`src/rtl/sd_pkg.sv`:
```
// Shared definitions for the SPI-mode SD command path: state encoding,
// frame geometry, common command numbers and a frame-assembly helper.
// Optional feature macro used by users of this package: SD_CRC7_GEN_EN.
package sd_pkg;

  // State encoding for the command sequencer
  localparam logic [2:0] ST_IDLE = 3'd0;
  localparam logic [2:0] ST_PRE  = 3'd1;
  localparam logic [2:0] ST_CMD  = 3'd2;
  localparam logic [2:0] ST_WAIT = 3'd3;
  localparam logic [2:0] ST_RESP = 3'd4;
  localparam logic [2:0] ST_POST = 3'd5;
  localparam logic [2:0] ST_DONE = 3'd6;

  typedef enum logic [2:0] {
    S_IDLE = ST_IDLE,
    S_PRE  = ST_PRE,
    S_CMD  = ST_CMD,
    S_WAIT = ST_WAIT,
    S_RESP = ST_RESP,
    S_POST = ST_POST,
    S_DONE = ST_DONE
  } sd_state_t;

  // Frame geometry
  localparam int CMD_FRAME_BITS = 48;
  localparam int R1_BITS        = 8;
  // Bits covered by CRC7: {2'b01, index, arg}
  localparam int CRC_DATA_BITS  = 40;

  // Frequently used command numbers
  localparam logic [5:0] CMD0   = 6'd0;
  localparam logic [5:0] CMD8   = 6'd8;
  localparam logic [5:0] CMD55  = 6'd55;
  localparam logic [5:0] ACMD41 = 6'd41;

  function automatic int max_int(input int a, input int b);
    return (a > b) ? a : b;
  endfunction

  // Full 48-bit command frame, MSB transmitted first
  function automatic logic [47:0] build_frame(input logic [5:0]  idx,
                                              input logic [31:0] arg,
                                              input logic [6:0]  crc);
    return {2'b01, idx, arg, crc, 1'b1};
  endfunction

endpackage

```
`src/rtl/sd_crc7.sv`:
```
// Serial CRC7 (x^7 + x^3 + 1) over an MSB-first bit stream.
// clear zeroes the remainder; shift folds one bit of din per clock.
// Only instantiated when SD_CRC7_GEN_EN is defined.
module sd_crc7 (
  input  logic       clock,
  input  logic       reset,
  input  logic       clear,
  input  logic       shift,
  input  logic       din,
  output logic [6:0] crc
);

  logic fb;
  assign fb = din ^ crc[6];

  // LFSR remainder update: feedback enters bit 0 and is xored into bit 3
  always_ff @(posedge clock or posedge reset) begin
    if (reset) begin
      crc <= 7'd0;
    end else if (clear) begin
      crc <= 7'd0;
    end else if (shift) begin
      crc <= {crc[5:0], 1'b0} ^ (fb ? 7'h09 : 7'h00);
    end
  end

endmodule

```
`src/rtl/sd_cmd_sequencer.sv`:
```
// Issues one SPI-mode SD command frame (cs_n, pre-idle, 48-bit frame, R1 poll,
// R1 capture, post-idle, release) and reports the R1 byte or a poll timeout.
// SD_CRC7_GEN_EN: when defined, crc7 is generated internally and cmd_crc is ignored.
module sd_cmd_sequencer
  import sd_pkg::*;
#(
  parameter int NCR_MAX   = 8,
  parameter int PRE_BITS  = 8,
  parameter int POST_BITS = 8
) (
  input  logic        clock,
  input  logic        reset,
  input  logic        cmd_valid,
  output logic        cmd_ready,
  input  logic [5:0]  cmd_index,
  input  logic [31:0] cmd_arg,
  input  logic [6:0]  cmd_crc,
  input  logic        SDin,
  output logic        SDout,
  output logic        cs_n,
  output logic        busy,
  output logic        resp_valid,
  output logic [7:0]  resp,
  output logic        resp_timeout
);

  localparam int POLL_BITS = NCR_MAX * 8;
  localparam int CNT_MAX   = max_int(max_int(PRE_BITS, POST_BITS),
                                     max_int(CMD_FRAME_BITS, POLL_BITS));
  localparam int CNT_W     = $clog2(CNT_MAX);

  localparam logic [CNT_W-1:0] PRE_LAST  = CNT_W'(PRE_BITS - 1);
  localparam logic [CNT_W-1:0] CMD_LAST  = CNT_W'(CMD_FRAME_BITS - 1);
  localparam logic [CNT_W-1:0] POLL_LAST = CNT_W'(POLL_BITS - 1);
  localparam logic [CNT_W-1:0] RESP_LAST = CNT_W'(R1_BITS - 2);
  localparam logic [CNT_W-1:0] POST_LAST = CNT_W'(POST_BITS - 1);

  sd_state_t        state, next_state;
  logic [CNT_W-1:0] cnt;
  logic [47:0]      frame_q;
  logic             accept;
  logic             cmd_bit;
  logic [6:0]       crc_field;

`ifdef SD_CRC7_GEN_EN
  // The latched frame carries a zero CRC field; bits 40..46 of the frame
  // are taken from the CRC engine, which has consumed bits 0..39 by then.
  logic [6:0] crc_val;
  logic       crc_shift;
  logic [2:0] crc_idx;

  assign crc_field = 7'd0;
  assign crc_shift = (state == S_CMD) && (cnt < CNT_W'(CRC_DATA_BITS));
  assign crc_idx   = 3'(CNT_W'(CMD_FRAME_BITS - 2) - cnt);
  assign cmd_bit   = (cnt >= CNT_W'(CRC_DATA_BITS) && cnt < CMD_LAST)
                     ? crc_val[crc_idx] : frame_q[47];

  sd_crc7 u_crc7 (
    .clock (clock),
    .reset (reset),
    .clear (accept),
    .shift (crc_shift),
    .din   (frame_q[47]),
    .crc   (crc_val)
  );
`else
  assign crc_field = cmd_crc;
  assign cmd_bit   = frame_q[47];
`endif

  // State register; async reset drops cs_n/SDout high immediately via IDLE decode
  always_ff @(posedge clock or posedge reset) begin
    if (reset) state <= S_IDLE;
    else       state <= next_state;
  end

  // Next-state and pin/handshake decode
  always_comb begin
    next_state = state;
    cmd_ready  = 1'b0;
    busy       = 1'b1;
    cs_n       = 1'b0;
    SDout      = 1'b1;
    resp_valid = 1'b0;
    accept     = 1'b0;
    case (state)
      S_IDLE: begin
        cmd_ready = 1'b1;
        busy      = 1'b0;
        cs_n      = 1'b1;
        accept    = cmd_valid;
        if (cmd_valid) next_state = S_PRE;
      end
      S_PRE:  if (cnt == PRE_LAST) next_state = S_CMD;
      S_CMD: begin
        SDout = cmd_bit;
        if (cnt == CMD_LAST) next_state = S_WAIT;
      end
      S_WAIT: begin
        if (!SDin)                  next_state = S_RESP;
        else if (cnt == POLL_LAST)  next_state = S_POST;
      end
      S_RESP: if (cnt == RESP_LAST) next_state = S_POST;
      S_POST: if (cnt == POST_LAST) next_state = S_DONE;
      S_DONE: begin
        cs_n       = 1'b1;
        resp_valid = 1'b1;
        next_state = S_IDLE;
      end
      default: next_state = S_IDLE;
    endcase
  end

  // Per-state bit counter: restarts on every state change, never wraps
  always_ff @(posedge clock or posedge reset) begin
    if (reset)                                  cnt <= '0;
    else if (next_state != state)               cnt <= '0;
    else if (state != S_IDLE)                   cnt <= cnt + 1'b1;
  end

  // Command latch, MOSI shifter and R1 capture
  always_ff @(posedge clock or posedge reset) begin
    if (reset) begin
      frame_q      <= '0;
      resp         <= 8'hFF;
      resp_timeout <= 1'b0;
    end else if (accept) begin
      frame_q      <= build_frame(cmd_index, cmd_arg, crc_field);
      resp         <= 8'hFF;
      resp_timeout <= 1'b0;
    end else begin
      case (state)
        S_CMD:  frame_q <= {frame_q[46:0], 1'b1};
        S_WAIT: begin
          if (!SDin) begin
            resp[7] <= 1'b0;
          end else if (cnt == POLL_LAST) begin
            resp         <= 8'hFF;
            resp_timeout <= 1'b1;
          end
        end
        S_RESP: resp[6:0] <= {resp[5:0], SDin};
        default: ;
      endcase
    end
  end

endmodule

```
`config.mk`:
```
export PLATFORM = sky130hd
export DESIGN_NAME = sd_cmd_sequencer
export DESIGN_NICKNAME = d
export VERILOG_FILES = /design/src/rtl/sd_pkg.sv /design/src/rtl/sd_crc7.sv /design/src/rtl/sd_cmd_sequencer.sv
export SDC_FILE = /design/constraint.sdc
export NUM_CORES = 1
export LEC_CHECK = 0
export ABC_AREA = 1
export BUFFER_PORTS_ARGS = -buffer_cell sky130_fd_sc_hd__clkbuf_2
export CAP_MARGIN = 20
export CORE_ASPECT_RATIO = 1.75
export CORE_MARGIN = 2
export CORE_UTILIZATION = 55
export DETAILED_ROUTE_END_ITERATION = 10
export PLACE_DENSITY = 0.77
export SETUP_SLACK_MARGIN = 0.2
export SKIP_CTS_REPAIR_TIMING = 1
export SYNTH_ARGS = -nofsm -noshare
export SYNTH_HDL_FRONTEND = slang
export SYNTH_SLANG_ARGS = --single-unit
```
`constraint.sdc`:
```
create_clock -name clock -period 2.2 [get_ports clock]
set_input_delay 0.33 -clock clock [delete_from_list [all_inputs] [get_ports clock]]
set_output_delay 0.33 -clock clock [all_outputs]
set_load 0.01 [all_outputs]
```
**Word level (Yosys, flattened, before mapping)**

Cells that the tools add are included.

- Output and inout bits: 14
- Bits of input ports: 49
- Word-level logic and storage cells: 61
- Register bits after elaboration: 66

- Muxes and demuxes: 28
- Reductions and logical operators: 12
- Equality and inequality tests: 14
- $add $sub $neg: 1

Operators by type and width:

| kind | number |
|---|---|
| 2-to-1 mux 48 bit | 2 |
| 2-to-1 mux 3 bit | 7 |
| case mux 3 bit (6 select lines) | 1 |
| 2-to-1 mux 8 bit | 2 |
| case mux 7 bit (2 select lines) | 1 |
| equality test 6 x 3 -> 1 bit (second input constant) | 2 |
| equality test 6 bit (second input constant) | 2 |
| 2-to-1 mux 1 bit | 12 |
| 2-to-1 mux 6 bit | 2 |
| nonzero test 2 bit | 5 |
| equality test 3 bit (second input constant) | 3 |
| 2-to-1 mux 7 bit | 1 |
| adder 6 x 1 -> 6 bit (second input constant) | 1 |
| equality test 3 x 2 -> 1 bit (second input constant) | 2 |
| inequality test 3 bit (second input constant) | 2 |
| AND reduction 3 bit | 2 |
| nonzero test 3 bit | 2 |
| equality test 3 x 1 -> 1 bit (second input constant) | 1 |
| logical NOT 3 bit | 1 |
| inequality test 3 x 1 -> 1 bit (second input constant) | 1 |
| inequality test 3 bit | 1 |
| AND reduction 2 bit | 1 |
| OR reduction 2 bit | 1 |

**Depth between registers and ports, before layout**

- Word-level depth: 6
- Depth in mapped cells: 10
- Depth with buffers taken out: 10

**Least setup slack after synthesis**

OpenSTA, ideal clock, no wires.

- Path kind: register to output
- Start: register state[0]
- End: output SDout
- Arrival time: 1.103 ns
- Stages on the path, launching flop included: 7
- Buffers on the path: 2
- Setup slack: 0.767 ns
- Cells stage by stage: dfrtp_1 inv_2 nand3_2 buf_6 buf_6 inv_2 nand2_1

- Longest elaborated chain between the ends: 2

Ends and longest elaborated chain:

| item | line | RTL |
|---|---|---|
| from (decl) | sd_cmd_sequencer.sv:38 | `sd_state_t state, next_state;` |
| from (signal assigned) | sd_cmd_sequencer.sv:74 | `else state <= next_state;` |
| equality test 3 x 2 -> 1 bit | sd_cmd_sequencer.sv:86 | `case (state)` |
| 2-to-1 mux 1 bit | sd_cmd_sequencer.sv:86 |  |
| to (decl) | sd_cmd_sequencer.sv:19 | `output logic SDout,` |

No other way between the ends.

**Worst setup path in the final report**

- Start: register state[1]
- End: register cnt[3]

- Elaborated cells between the ends (all ways): 18
- Classes of those cells: 6 x eq/ne; 9 x mux; 3 x reduce/logical

RTL lines:

| item | line | RTL |
|---|---|---|
| equality test 3 bit (tied with other cells) | sd_cmd_sequencer.sv:86 |  |
| case mux 3 bit (6 select lines) (*) | sd_cmd_sequencer.sv:86 |  |
| named net next_state[0] | sd_cmd_sequencer.sv:38 |  |
| inequality test 3 bit (*) | sd_cmd_sequencer.sv:117 | `else if (next_state != state) cnt <= '0;` |
| 2-to-1 mux 6 bit / nonzero test 2 bit (equally long branches) | - |  |
| to (signal assigned) | sd_cmd_sequencer.sv:118 | `else if (state != S_IDLE) cnt <= cnt + 1'b1;` |
| to (decl) | sd_cmd_sequencer.sv:39 | `logic [CNT_W-1:0] cnt;` |

The timed path passes the listed nets; every way through them passes the cells marked *.
A chain may end at the register's enable or synchronous reset.

==> results.md <==
- Status: finished, final reports clean
- Commonest non-fill, non-tap cell in the layout: o21ai_1
- Chip Width: 61.9 um
- Period utilization: 82.9%
- Input/output buffers: 62
- CP endpoint kind: register
- Critical path type: reg -> reg
- FF/Latch Area: 0.00166 mm2
- Synth Area in XOR/XNOR: 1.09%
- Clock Latency Late Sink: 0.34 ns
- Final hold vios: 0
- Synthesized instance count: 374
- Setup tns final: 0 ns
- Synth Area in Compound Gates: 23.9%
- Pins Over Slew Limit: 0
- Area occupied by multi-input gates: 0.00119 mm2
- Largest net degree at the start of global routing: 90
- Sequential element share of the synthesized area: 51.5%
- Max Used Layer: met4
- Avg WL per Cell: 13.2 um
- I/O pins: 63
- Post-synthesis mux area share: 0%
- Hold crit path type: in -> reg
- Mapped Nets: 425
- RSZ-0062 raised after global routing: false
- Clock group share of total power: 22.3%
- Via count: 2675
- Crit-path max FO: 89
- Max Fclk: 549 MHz
- Fill cells: 482
- Pwr Density: 1200 mW/mm2
- Vias in the first global route: 2621
- Net Sw Frac: 35.9%
- First-pass GRT wire length: 11.3 mm
- Synth Area in Simple Gates: 11.0%
- Initial antenna violation count: 0
- Sequential power share: 42.8%
- # rows: 36
- Tot Pwr: 4570 uW
- Clk sink count: 66
- P&R area growth vs syn: 17.8%
- Final net count: 485
- Rel. slew slack: 73.9%
- Met3 routed WL: 276 um
- Antenna Diode Count: 0
- Drt via density: 5.19
- Synthesis-stage register bit count: 66
- Initial core utilization: 57.3%
- Worst vdd ir: 825 uV
- Die area: 0.00652 mm2
- Synth Cell Area: 0.00323 mm2
- Yosys warnings: 0
- Clk pin slew, worst setup/hold paths: 0.07 ns
- Fraction of registers with async set/reset: 100%
- Final Skew: 0.00518 ns
- Largest family of logic cells by synthesized area: compound AO/OA/AOI/OAI gates
- Crit path DAT: 2.10 ns
- CORE AREA: 0.00563 mm2
- Startpoint Class: register
- CTS Buffer Depth: 2
- Least-Margin Pin Slew: 0.390 ns
- Post-Synth Adder-Cell Area: 0.775%
- Die height: 105 um
- Maxcap violations: 0
- Leakage power: 0.00191 uW
- GR Util All Layers: 23.2%
- Int Power: 2930 uW
- Tmin final: 1.82 ns
- Yosys cell types: 30
- Iter 0 DRT Violations: 188
- Post-layout util: 67.5%
- Final setup fails: 0
- HPWL Detailed: 4.67 mm
- GPL Wtd Cong: 0.869
- CP Data Required Time: 2.47 ns
- H-tree levels: 3
- M1 WL: 2.91 mm
- Mean Syn Cell Area: 8.63 um2
- Most frequent cells in the layout: o21ai_1 (130), inv_1 (64), clkbuf_2 (62)
- Comb power frac: 34.9%
- Routed wl met2: 3.45 mm
- Net Sw Power: 1640 uW
- Num CTS Buffers: 9
- Share of cells above drive strength 1: 26.2%
- Routed Antenna Nets: 0
- Routed WL: 6.80 mm
- Root buffer cell: clkbuf_8
- Ys flop type: dfrtp_1
- GRT Residual Overflow: 0
- DRC Markers: 0
- DR pass1 iterations: 4
- Post-synth EDFFs: 0
- TritonCTS clock tree: built
power by group through the flow:
| stage | combinational, uW | sequential, uW | clock, uW |
|---|---|---|---|
| floorplan | 1230 | 1940 | 0 |
| global placement | 1530 | 1960 | 0 |
| detailed placement | 1590 | 1980 | 0 |
| CTS | 1610 | 1960 | 1040 |
| global route | 1850 | 2010 | 1090 |
| finish | 1600 | 1960 | 1020 |
registers in the layout, summed over array words and instances, names as in the netlist:
register and flops:
resp_timeout 1, state 3, resp 8, frame_q 48
cnt 6
critical path: stages (launching register included):
cell and delay, ns:
dfrtp_1 0.53, nor2_4 0.10, nand3_4 0.13, buf_12 0.32, nand2_2 0.08, nor2_2 0.13, nand2_1 0.11, nand2_2 0.10
nand3_4 0.13, nor2_2 0.11
layout make-up:
| type | count | area share, % |
|---|---|---|
| clock buffers | 14 | 4.28 |
| clock inverters | 2 | 0.921 |
| inverters | 71 | 7.01 |
| multi-input cells | 218 | 31.2 |
| flip-flops and latches | 66 | 43.7 |
| well taps | 76 | 2.50 |
| repair buffers | 68 | 10.4 |
metal layers:
metal  vias up  track usage (%)
met1      1244             28.1
li1       1354                -
met5         -                0
met3        14             5.52
met2        63             37.2
met4         0             11.1
cell usage after synthesis (all sizes together) (2+ instances only):
library cell,count,area [um2]
buf,17,104
nor2,20,100
clkbuf,2,8.75
o21ai,135,679
inv,71,267
dfstp,8,210
xor2,3,26.3
o221ai,2,17.5
nand4,3,18.8
dfrtp,58,1450
nor3,2,21.3
ha,2,25.0
a22oi,6,45.0
nand3,12,100
a21oi,3,15.0
nand2,27,114
cells by family after synthesis:
| family | count (synthesis) |
|---|---|
| compound gates | 148 |
| flops | 66 |
| xor+xnor | 4 |
| buf+inv | 90 |
| simple gates | 64 |
| fa+ha+maj | 2 |
metrics by stage:
stage / instance area (um2) / worst slack, ns / hold slack (ns) / cells
after floorplan: 3230 / 0.228 / 0.440 / 374
after global placement: 3590 / 0.546 / 0.315 / 498
after detailed placement: 3590 / 0.447 / 0.320 / 498
after CTS: 3790 / 0.392 / -0.0512 / 514
after global routing: 3800 / 0.231 / 0.215 / 515
final: 3800 / 0.377 / 0.213 / 515
path summary, 6_finish.rpt:
| check | from | to | slack [ns] | depth (start not counted) |
|---|---|---|---|---|
| setup / recovery | state[1] | cnt[3] | 0.38 | 9 |
| hold / removal | cmd_index[5] | frame_q[45] | 0.21 | 3 |
| setup reg to reg | state[1] | cnt[3] | 0.38 | 9 |
| hold reg to reg | frame_q[0] | frame_q[0] | 0.48 | 2 |
| max in group asynchronous | reset | resp[6] | 1.05 | 4 |
| min in group asynchronous | reset | frame_q[9] | 0.51 | 3 |
(Power assumes the default switching activity.)
